File: config.mk
export PLATFORM = sky130hd
export DESIGN_NAME = partial_product_accumulator
export DESIGN_NICKNAME = d
export VERILOG_FILES = /design/src/rtl/partial_product_accumulator.sv
export SDC_FILE = /design/constraint.sdc
export NUM_CORES = 1
export LEC_CHECK = 0
export ABC_AREA = 1
export ABC_CLOCK_PERIOD_IN_PS = 6830
export CORE_MARGIN = 5
export CORE_UTILIZATION = 55
export CTS_CLUSTER_DIAMETER = 100
export DETAILED_ROUTE_END_ITERATION = 8
export PLACE_DENSITY = 0.91
export SYNTH_ARGS = -nofsm -noshare
export SYNTH_HDL_FRONTEND = slang
export SYNTH_SLANG_ARGS = --single-unit
File: constraint.sdc
create_clock -name clk -period 6.83 [get_ports clk]
set_clock_uncertainty 0.15 [all_clocks]
set_input_delay 1.366 -clock clk [delete_from_list [all_inputs] [get_ports clk]]
set_output_delay 1.366 -clock clk [all_outputs]
set_load 0.02 [all_outputs]
File: src/rtl/partial_product_accumulator.sv
// Sequential accumulator for the five partial products of a 5x5 multiplier: one add per clock.
// Optional build macro PP_ACC_OVF_EN adds a sticky carry-out flag port named overflow.
module partial_product_accumulator #(
   parameter int WIDTH = 9
) (
   input  logic             clk,
   input  logic             rst,
   input  logic             in_valid,
   output logic             in_ready,
   input  logic [WIDTH-1:0] p1,
   input  logic [WIDTH-1:0] p2,
   input  logic [WIDTH-1:0] p3,
   input  logic [WIDTH-1:0] p4,
   input  logic [WIDTH-1:0] p5,
   output logic             out_valid,
   input  logic             out_ready,
   output logic [WIDTH-1:0] product
`ifdef PP_ACC_OVF_EN
   ,
   output logic             overflow
`endif
);

   // Handshakes: a transfer happens on a rising edge where valid and ready are both 1;
   // valid is held by the source until that edge, and ready depends only on the FSM state.
   typedef enum logic [1:0] {
      IDLE = 2'd0,
      ACC  = 2'd1,
      DONE = 2'd2
   } state_t;

   state_t           state;
   logic [2:0]       cnt;
   logic [WIDTH-1:0] acc;
   logic [WIDTH-1:0] pp [5];
   logic [WIDTH-1:0] pp_sel;

   always_comb begin
      pp_sel = '0;
      case (cnt)
         3'd0:    pp_sel = pp[0];
         3'd1:    pp_sel = pp[1];
         3'd2:    pp_sel = pp[2];
         3'd3:    pp_sel = pp[3];
         3'd4:    pp_sel = pp[4];
         default: pp_sel = '0;
      endcase
   end

`ifdef PP_ACC_OVF_EN
   logic [WIDTH:0] sum;
   assign sum = {1'b0, acc} + {1'b0, pp_sel};
`endif

   always_ff @(posedge clk or posedge rst) begin
      if (rst) begin
         state <= IDLE;
         cnt   <= '0;
         acc   <= '0;
         for (int i = 0; i < 5; i++) pp[i] <= '0;
`ifdef PP_ACC_OVF_EN
         overflow <= 1'b0;
`endif
      end else begin
         case (state)
            IDLE: begin
               if (in_valid) begin
                  pp[0] <= p1;
                  pp[1] <= p2;
                  pp[2] <= p3;
                  pp[3] <= p4;
                  pp[4] <= p5;
                  acc   <= '0;
                  cnt   <= '0;
`ifdef PP_ACC_OVF_EN
                  overflow <= 1'b0;
`endif
                  state <= ACC;
               end
            end
            ACC: begin
`ifdef PP_ACC_OVF_EN
               acc      <= sum[WIDTH-1:0];
               overflow <= overflow | sum[WIDTH];
`else
               acc <= acc + pp_sel;
`endif
               cnt <= cnt + 3'd1;
               if (cnt == 3'd4) state <= DONE;
            end
            DONE: begin
               // Returning to IDLE never accepts in the same cycle; the next accept is a cycle later.
               if (out_ready) state <= IDLE;
            end
            default: state <= IDLE;
         endcase
      end
   end

   assign in_ready  = (state == IDLE);
   assign out_valid = (state == DONE);
   assign product   = acc;

endmodule

Word level (Yosys, flattened, before mapping). Index checks and enable logic that the tools add are counted.

Reduce and logical (&&, ||, !) cells: 6. Equal/unequal tests: 9. Muxes and demuxes: 9. $add $sub $neg: 2.

Operators with widths (count): 9-bit case mux with 5 select lines (1); 9-bit case mux with 2 select lines (1); 9-bit adder (1); 9-bit 2-to-1 mux (1); 3-bit by 2-bit equality test with 1-bit output (second input constant) (2); 2-bit 2-to-1 mux (3); 2-bit case mux with 3 select lines (1); 3-bit case mux with 2 select lines (1); 2-bit != test (second input constant) (2); 2-bit AND reduction (2); 3-bit by 1-bit adder with 3-bit output (second input constant) (1); 3-bit by 1-bit equality test with 1-bit output (second input constant) (1); 3-bit equality test (second input constant) (1); 3-bit logical NOT (1); 3-bit 2-to-1 mux (1); 3-bit AND reduction (1); 2-bit by 1-bit equality test with 1-bit output (second input constant) (1); 2-bit equality test (second input constant) (1); 2-bit logical NOT (1); 2-bit by 1-bit != test with 1-bit output (second input constant) (1); 2-bit nonzero test (1).

Bits of input ports: 49. Word-level logic and storage cells: 34. Flip-flop bits (word level): 59. Output and inout bits: 11.

Longest topological paths before layout.
Word-level depth: 4. Gate-level depth with buffers: 17. Gate-level depth less buffers: 17.

Worst setup path after synthesis. OpenSTA, ideal clock, no wires.

Path type: flip-flop to flip-flop. Start point: register cnt[0]. End point: register acc[6], in the netlist product[6]. Buffers on the path: 1. Path slack: 4.144 ns. Period minus slack after synthesis: 2.686 ns. Data arrival time: 2.453 ns. Data required time: 6.597 ns. Stages on the path, launching flop included: 17. Library setup time: 0.083 ns. Cell sequence: dfrtp_1 ha_1 ha_1 buf_2 nand2_1 o21ai_0 a221oi_1 nand2_1 ha_1 fa_1 nand3_1 nand3_1 nand2_1 nand3_1 nand2_1 nand2_1 o21ai_0.

Longest elaborated chain between the ends: 4. Elaborated cells on any way between the ends: 8. Classes of those cells: add/sub (1); eq/ne (4); mux (2); reduce/logical (1).

Ends and longest elaborated chain: start: declaration (RTL line 33) `logic [2:0] cnt;`; start signal: assignment (RTL line 88) `cnt <= cnt + 3'd1;`; 3-bit equality test (tied with other cells) (RTL line 40) `case (cnt)`; 9-bit case mux with 5 select lines * (RTL line 40); 9-bit adder * (RTL line 86) `acc <= acc + pp_sel;`; 9-bit case mux with 2 select lines * (RTL line 65) `case (state)`; end signal: assignment (RTL line 86); end: declaration (RTL line 34) `logic [WIDTH-1:0] acc;`.

Mark *: on every way between the ends. The rest lies on a longest branch, timed or not. A chain may end at the register's enable or synchronous reset.

Final worst setup path.
Start point: input port in_valid. End point: register cnt[1].

Longest elaborated chain between the ends: 2.

Ends and longest elaborated chain: start: declaration (RTL line 8) `input logic in_valid,`; 2-bit != test (no source line); 2-bit AND reduction (no source line).

Every way passes these cells.

==> impl_metrics.env <==
export IMPL_status="complete, no violations"
export IMPL_port_buffers=59
export IMPL_synth_top_area_frac=0.499
export IMPL_cts_hold_buf=0
export IMPL_antenna_diode_count=0
export IMPL_grt_pass1_wl_um=11500
export IMPL_yosys_area_top_type="dfrtp_1"
export IMPL_final_area_mm2=0.00375
export IMPL_worstPathRequired_ns=6.94
export IMPL_clk_pin_slew_worst_paths_ns=0.07
export IMPL_finalCritPeriodShare=0.513
export IMPL_pre_cts_ws_ns=2.95
export IMPL_synth_cell_type_count=23
export IMPL_crit_chain="clkdlybuf4s50_1, nand2_2, inv_2, nor2_2, inv_1, o21ai_0"
export IMPL_setup_ws_ns=3.33
export IMPL_cts_tree="done"
export IMPL_routed_wl_um=6800
export IMPL_synth_area_top_cells="dfrtp_1 50%, nand2_1 22%, ha_1 5.5%"
export IMPL_layout_nets=493
export IMPL_yosysWarningCount=0
export IMPL_crit_type="input pin to flop"
export IMPL_slew_headroom=0.427
export IMPL_ioPinCount=60
export IMPL_cts_sinks=59
export IMPL_ctsHtreeMaxLevel=3
export IMPL_crit_path_max_fanout=57
export IMPL_critPathLaunchType="input pin"
export IMPL_ys_flop_type="dfrtp_1"
export IMPL_whs_endpoint="pp[24]"
export IMPL_holdPathStages=2
export IMPL_tightestPinTransition_ns=0.858
export IMPL_final_core_util=0.725
export IMPL_core_mm2=0.00517
export IMPL_post_cts_setup_buffer_count=0
export IMPL_drive_above_1_share=0.0529
export IMPL_syn_avg_cell_area_um2=8.00
export IMPL_area_growth_pct=26.7
export IMPL_tns_ns=0
export IMPL_grt_pass1_vias=2591
export IMPL_rows=26
export IMPL_detail_route_antenna_nets=0
export IMPL_hp_start="pp[24]"
export IMPL_cts_made_buffers=9
export IMPL_maxCapViolCount=0
export IMPL_cp_slowest_cell="nor2_2"
export IMPL_grt_overflow=0
export IMPL_dpl_cell_area_mm2=0.00355
export IMPL_hold_class="flop to flop"
export IMPL_gp_congestion=0.880
export IMPL_rsz0062_at_grt="false"
export IMPL_slew_violations=0
export IMPL_cts_buffer_depth=2
export IMPL_crit_buf_inv=3
export IMPL_syn_instance_count=370
export IMPL_synth_most_common_cell="nand2_1"
export IMPL_antenna_found_initial=0
export IMPL_start_util=0.572
export IMPL_drt_initial_drc_count=213
export IMPL_peakVddDrop_v=0.000262
export IMPL_drc_errors=0
export IMPL_p_leak_nw=1.94
export IMPL_worstReg2RegEnd="product[6]"
export IMPL_fp_dieW_um=83.4
export IMPL_vias_per_cell=5.19
export IMPL_yosys_top_cells_count="177 x nand2_1, 59 x dfrtp_1, 29 x inv_1"
export IMPL_num_vias=2623
export IMPL_finalCriticalPeriod_ns=3.50
export IMPL_die_h_um=83.4
export IMPL_crit_arrival_ns=3.61
export IMPL_cts_root_buf="clkbuf_8"
export IMPL_regToRegSetupSlack_ns=3.73
export IMPL_grt_max_degree=60
export IMPL_synth_seq_area_share=0.499
export IMPL_nFillCells=392
export IMPL_dp_hpwl_um=4830
export IMPL_p_per_area_mw_per_mm2=492
export IMPL_cpLargestDelayFamily="buffers and inverters"
export IMPL_finalHoldViolations=0
export IMPL_die_area_mm2=0.00695
export IMPL_synth_edf_count=0
export IMPL_synth_seq_cells=59
export IMPL_fmax_ghz=0.286
export IMPL_drt_pass1_iterations=4
export IMPL_synth_area_mm2=0.00296
export IMPL_synthArstFlopShare=1.00
export IMPL_clock_latency_ns=0.34
export IMPL_grt_usage=0.206
export IMPL_cts_resized=0
export IMPL_wl_per_cell_um=13.5
export IMPL_setup_violations=0
export IMPL_timing_rr_start="cnt[0]"
export IMPL_worstSetupEndpointType="flop"
export IMPL_synth_fp_nets=433
export IMPL_critPathMaxStageDelay_ns=0.53
export IMPL_rr_worst_depth=15
worst reg2reg max path: cells and delay by family, from the launching register on:
kind	cells	cell delay, ns
flops	1	0.43
fa+ha+maj	4	1.17
simple gates	8	0.77
compound gates	3	0.50
layer usage:
| layer | vias to the layer above | global-route usage | routed length (µm) |
|---|---|---|---|
| met5 | - | 0 | 0 |
| met4 | 0 | 0.0906 | 180 |
| met3 | 16 | 0.0465 | 442 |
| met2 | 94 | 0.337 | 3300 |
| met1 | 1219 | 0.260 | 2880 |
| li1 | 1294 | - | - |
layout by cell type (no fill, tap or decap), types with 4 or more instances in the layout:
cell             count
a21oi_1              8
a221oi_1             7
clkbuf_8            10
clkdlybuf4s50_1     59
dfrtp_1             59
ha_1                13
inv_1               28
inv_2                4
nand2_1            177
nand3_1             16
nor2_1               9
o21ai_0             20
o21ai_1              6
where the power goes:
part,internal [W],switching [W]
clock,0.000176,0.000139
combinational,0.000349,0.000551
sequential,0.000521,0.000107
flip-flops by register name, summed over array words and instances, names as in the netlist:
signal   count
pp          45
product      9
cnt          3
state        2
final cells by class:
cell class / instances / area, µm² / area share
sequential: 59 / 1480 / 0.394
inverter: 32 / 120 / 0.0320
tap: 70 / 87.6 / 0.0234
timing repair buffer: 60 / 598 / 0.160
clock buffer: 11 / 141 / 0.0377
clock inverter: 5 / 52.6 / 0.0140
multi-input combinational: 268 / 1270 / 0.339
cells by family after synthesis:
logic type,synth area share
AO/OA/AOI/OAI,0.0960
adder cells (fa/ha/maj),0.0617
AND/OR/NAND/NOR,0.269
flip-flops,0.499
XOR/XNOR,0.00296
buffers and inverters,0.0710
through the flow:
step           hold WS [ns]  power (W)  cells
3_3_place_gp          0.312    0.00147    489
5_1_grt               0.348    0.00200    505
6_report              0.334    0.00184    505
2_1_floorplan         0.299    0.00128    370
4_1_cts               0.333    0.00184    505
3_5_place_dp          0.315    0.00152    489
worst max path at each step:
stage             start      to  slack (ns)  cells past startpoint
2_1_floorplan       rst  cnt[0]        3.86                      1
3_3_place_gp   in_valid  cnt[1]        3.07                      6
3_5_place_dp   in_valid  cnt[1]        2.95                      6
6_report       in_valid  cnt[1]        3.33                      6
4_1_cts        in_valid  cnt[1]        3.31                      6
5_1_grt        in_valid  cnt[1]        3.10                      6
Note: power is estimated with default switching activity, not from simulation.
==> RTL change (same settings) <==
Change the parameter `WIDTH` from 9 to 13.
--- a/src/rtl/partial_product_accumulator.sv
+++ b/src/rtl/partial_product_accumulator.sv
@@ -3,3 +3,3 @@
 module partial_product_accumulator #(
-   parameter int WIDTH = 9
+   parameter int WIDTH = 13
 ) (
Ports: changed (6 resized); port bits go from 60 to 84. The function was not compared with the original's and may differ.
==> RTL change against the unedited design <==
  * Synthesized area is 46% higher
  * Non-clock buffer count is 24 higher
  * Sequential power up 39%
  * Design area increased by 43%
  * Wire length grew 58%
  * Sequential cell count up 24
  * Worst hold slack improved by 0.0037 ns
  * Worst setup slack improved by 0.17 ns
  * Power grew 48%
==> RTL change: results <==
group,metric,value,unit
finish,fillers,595,
yosys,synth_area_leaders,"dfrtp_1 (48%), nand2_1 (21%), ha_1 (4.9%)",
critical_path,worstPathArrival,3.43,ns
critical_path,reg2regPathDepth,18,
drt,drt_iter0_drc,321,
drt,wl_met2,5215,µm
yosys,yosys_warnings,0,
hold_path,hp-start,"pp[27]$_DFFE_PP0P_",
run_status,status,"finished, final reports clean",
yosys,synth_fp_nets,636,
grt,grt_pass1_wl,17820,µm
timing,slew_headroom,31.33,%
yosys,yosysSeqAreaShare,48.07,%
finish,largest_reg_flops,65,
drt,drt-pass1-iter-count,5,
yosys,synth_compound_area_share,11.70,%
finish,top_register,"pp",
placed_design,port_buffers,83,
pwr,power.switching,0.001243,W
yosys,synthTopCellsByCount,"nand2_1 (238), dfrtp_1 (83), inv_1 (55)",
critical_path,ff2ff_setup_slack,3.50,ns
hold_path,min_path_cells,2,
clock_tree,clockRootBuffer,"clkbuf_8",
critical_path,r2r-end,"product[12]$_DFFE_PP0P_",
drt,wl_per_cell,14.72,µm
critical_path,critical-path-top-delay-family,"adder cells",
grt,grt_pass1_vias,3847,
critical_path,cp_max_fo,11,
drt,via_per_inst,5.411,
yosys,muxShareOfSynthArea,0,%
clock_tree,clock_latency,0.36,ns
clock_tree,clock_path_buffers,2,
hold_path,min_to,"pp[27]$_DFFE_PP0P_",
yosys,synth_xor_area_share,0,%
drt,wl_met3,886,µm
clock_tree,cts_resized,0,
drt,met1_length,4434,µm
pwr,p_leak,2.722,nW
finish,drive_above_1_share,4.459,%
placed_design,pre_cts_ws,3.327,ns
placed_design,gp_congestion,0.9305,
grt,grt_usage,22.76,%
pwr,ir_worst_vdd,192.5,µV
grt,grt_max_degree,91,
placed_design,dp_hpwl,7803,µm
yosys,ys_types,32,
critical_path,slowest_delay,0.43,ns
grt,grt-ovfl-total,0,
clock_tree,cts.reportedPaths.clkPinSlew,0.09,ns
critical_path,crit_slowest_cell,"dfrtp_1",
yosys,synth_fa_ha_area_share,5.387,%
finish,final_nets,711,
-- RTL change: changes by cell type after synthesis, sizes merged, moves of 10 or more --
cell,before,now
buf,9,19
o21ai,26,40
dfrtp,59,83
nor2,11,23
nand2,178,240
inv,32,58
-- RTL change: area by class of cell --
type	count	area share, %
sequential	83	38.69
multi-input combinational	388	35.20
timing repair buffer	84	15.62
inverter	58	4.126
tap	102	2.378
clock buffer	9	2.308
clock inverter	6	1.678
-- RTL change: worst max-delay path by stage --
stage	startpoint	endpoint	slack [ns]	depth (start not counted)
after floorplan	rst	cnt[0]$_DFFE_PP0P_	3.18	1
after global placement	in_valid	product[0]$_DFFE_PP0P_	3.39	5
after detailed placement	in_valid	cnt[1]$_DFFE_PP0P_	3.33	6
after CTS	cnt[0]$_DFFE_PP0P_	product[4]$_DFFE_PP0P_	3.52	15
after global routing	cnt[0]$_DFFE_PP0P_	product[12]$_DFFE_PP0P_	3.23	18
final	cnt[0]$_DFFE_PP0P_	product[12]$_DFFE_PP0P_	3.50	18
-- RTL change: metrics by stage --
step,total power [W],hold WS (ns),area (µm²),instances
floorplan,0.001944,0.2987,4320,549
global placement,0.002257,0.3128,5154,715
detailed placement,0.002330,0.3160,5154,715
CTS,0.002723,0.3383,5368,730
global route,0.002967,0.3585,5368,730
finish,0.002729,0.3379,5368,730
-- RTL change: power by group through the flow --
stage               clock network (W)  registers [W]  logic (W)
finish                       0.000386       0.000875    0.00147
global route                 0.000410       0.000898    0.00166
CTS                          0.000388       0.000871    0.00146
detailed placement                  0       0.000878    0.00145
global placement                    0       0.000863    0.00139
floorplan                           0       0.000885    0.00106
-- RTL change: routing by layer --
metal	up-vias	GRT usage [%]
met4	0	8.088
li1	1907	-
met3	27	4.954
met5	-	0
met2	171	37.34
met1	1845	29.94
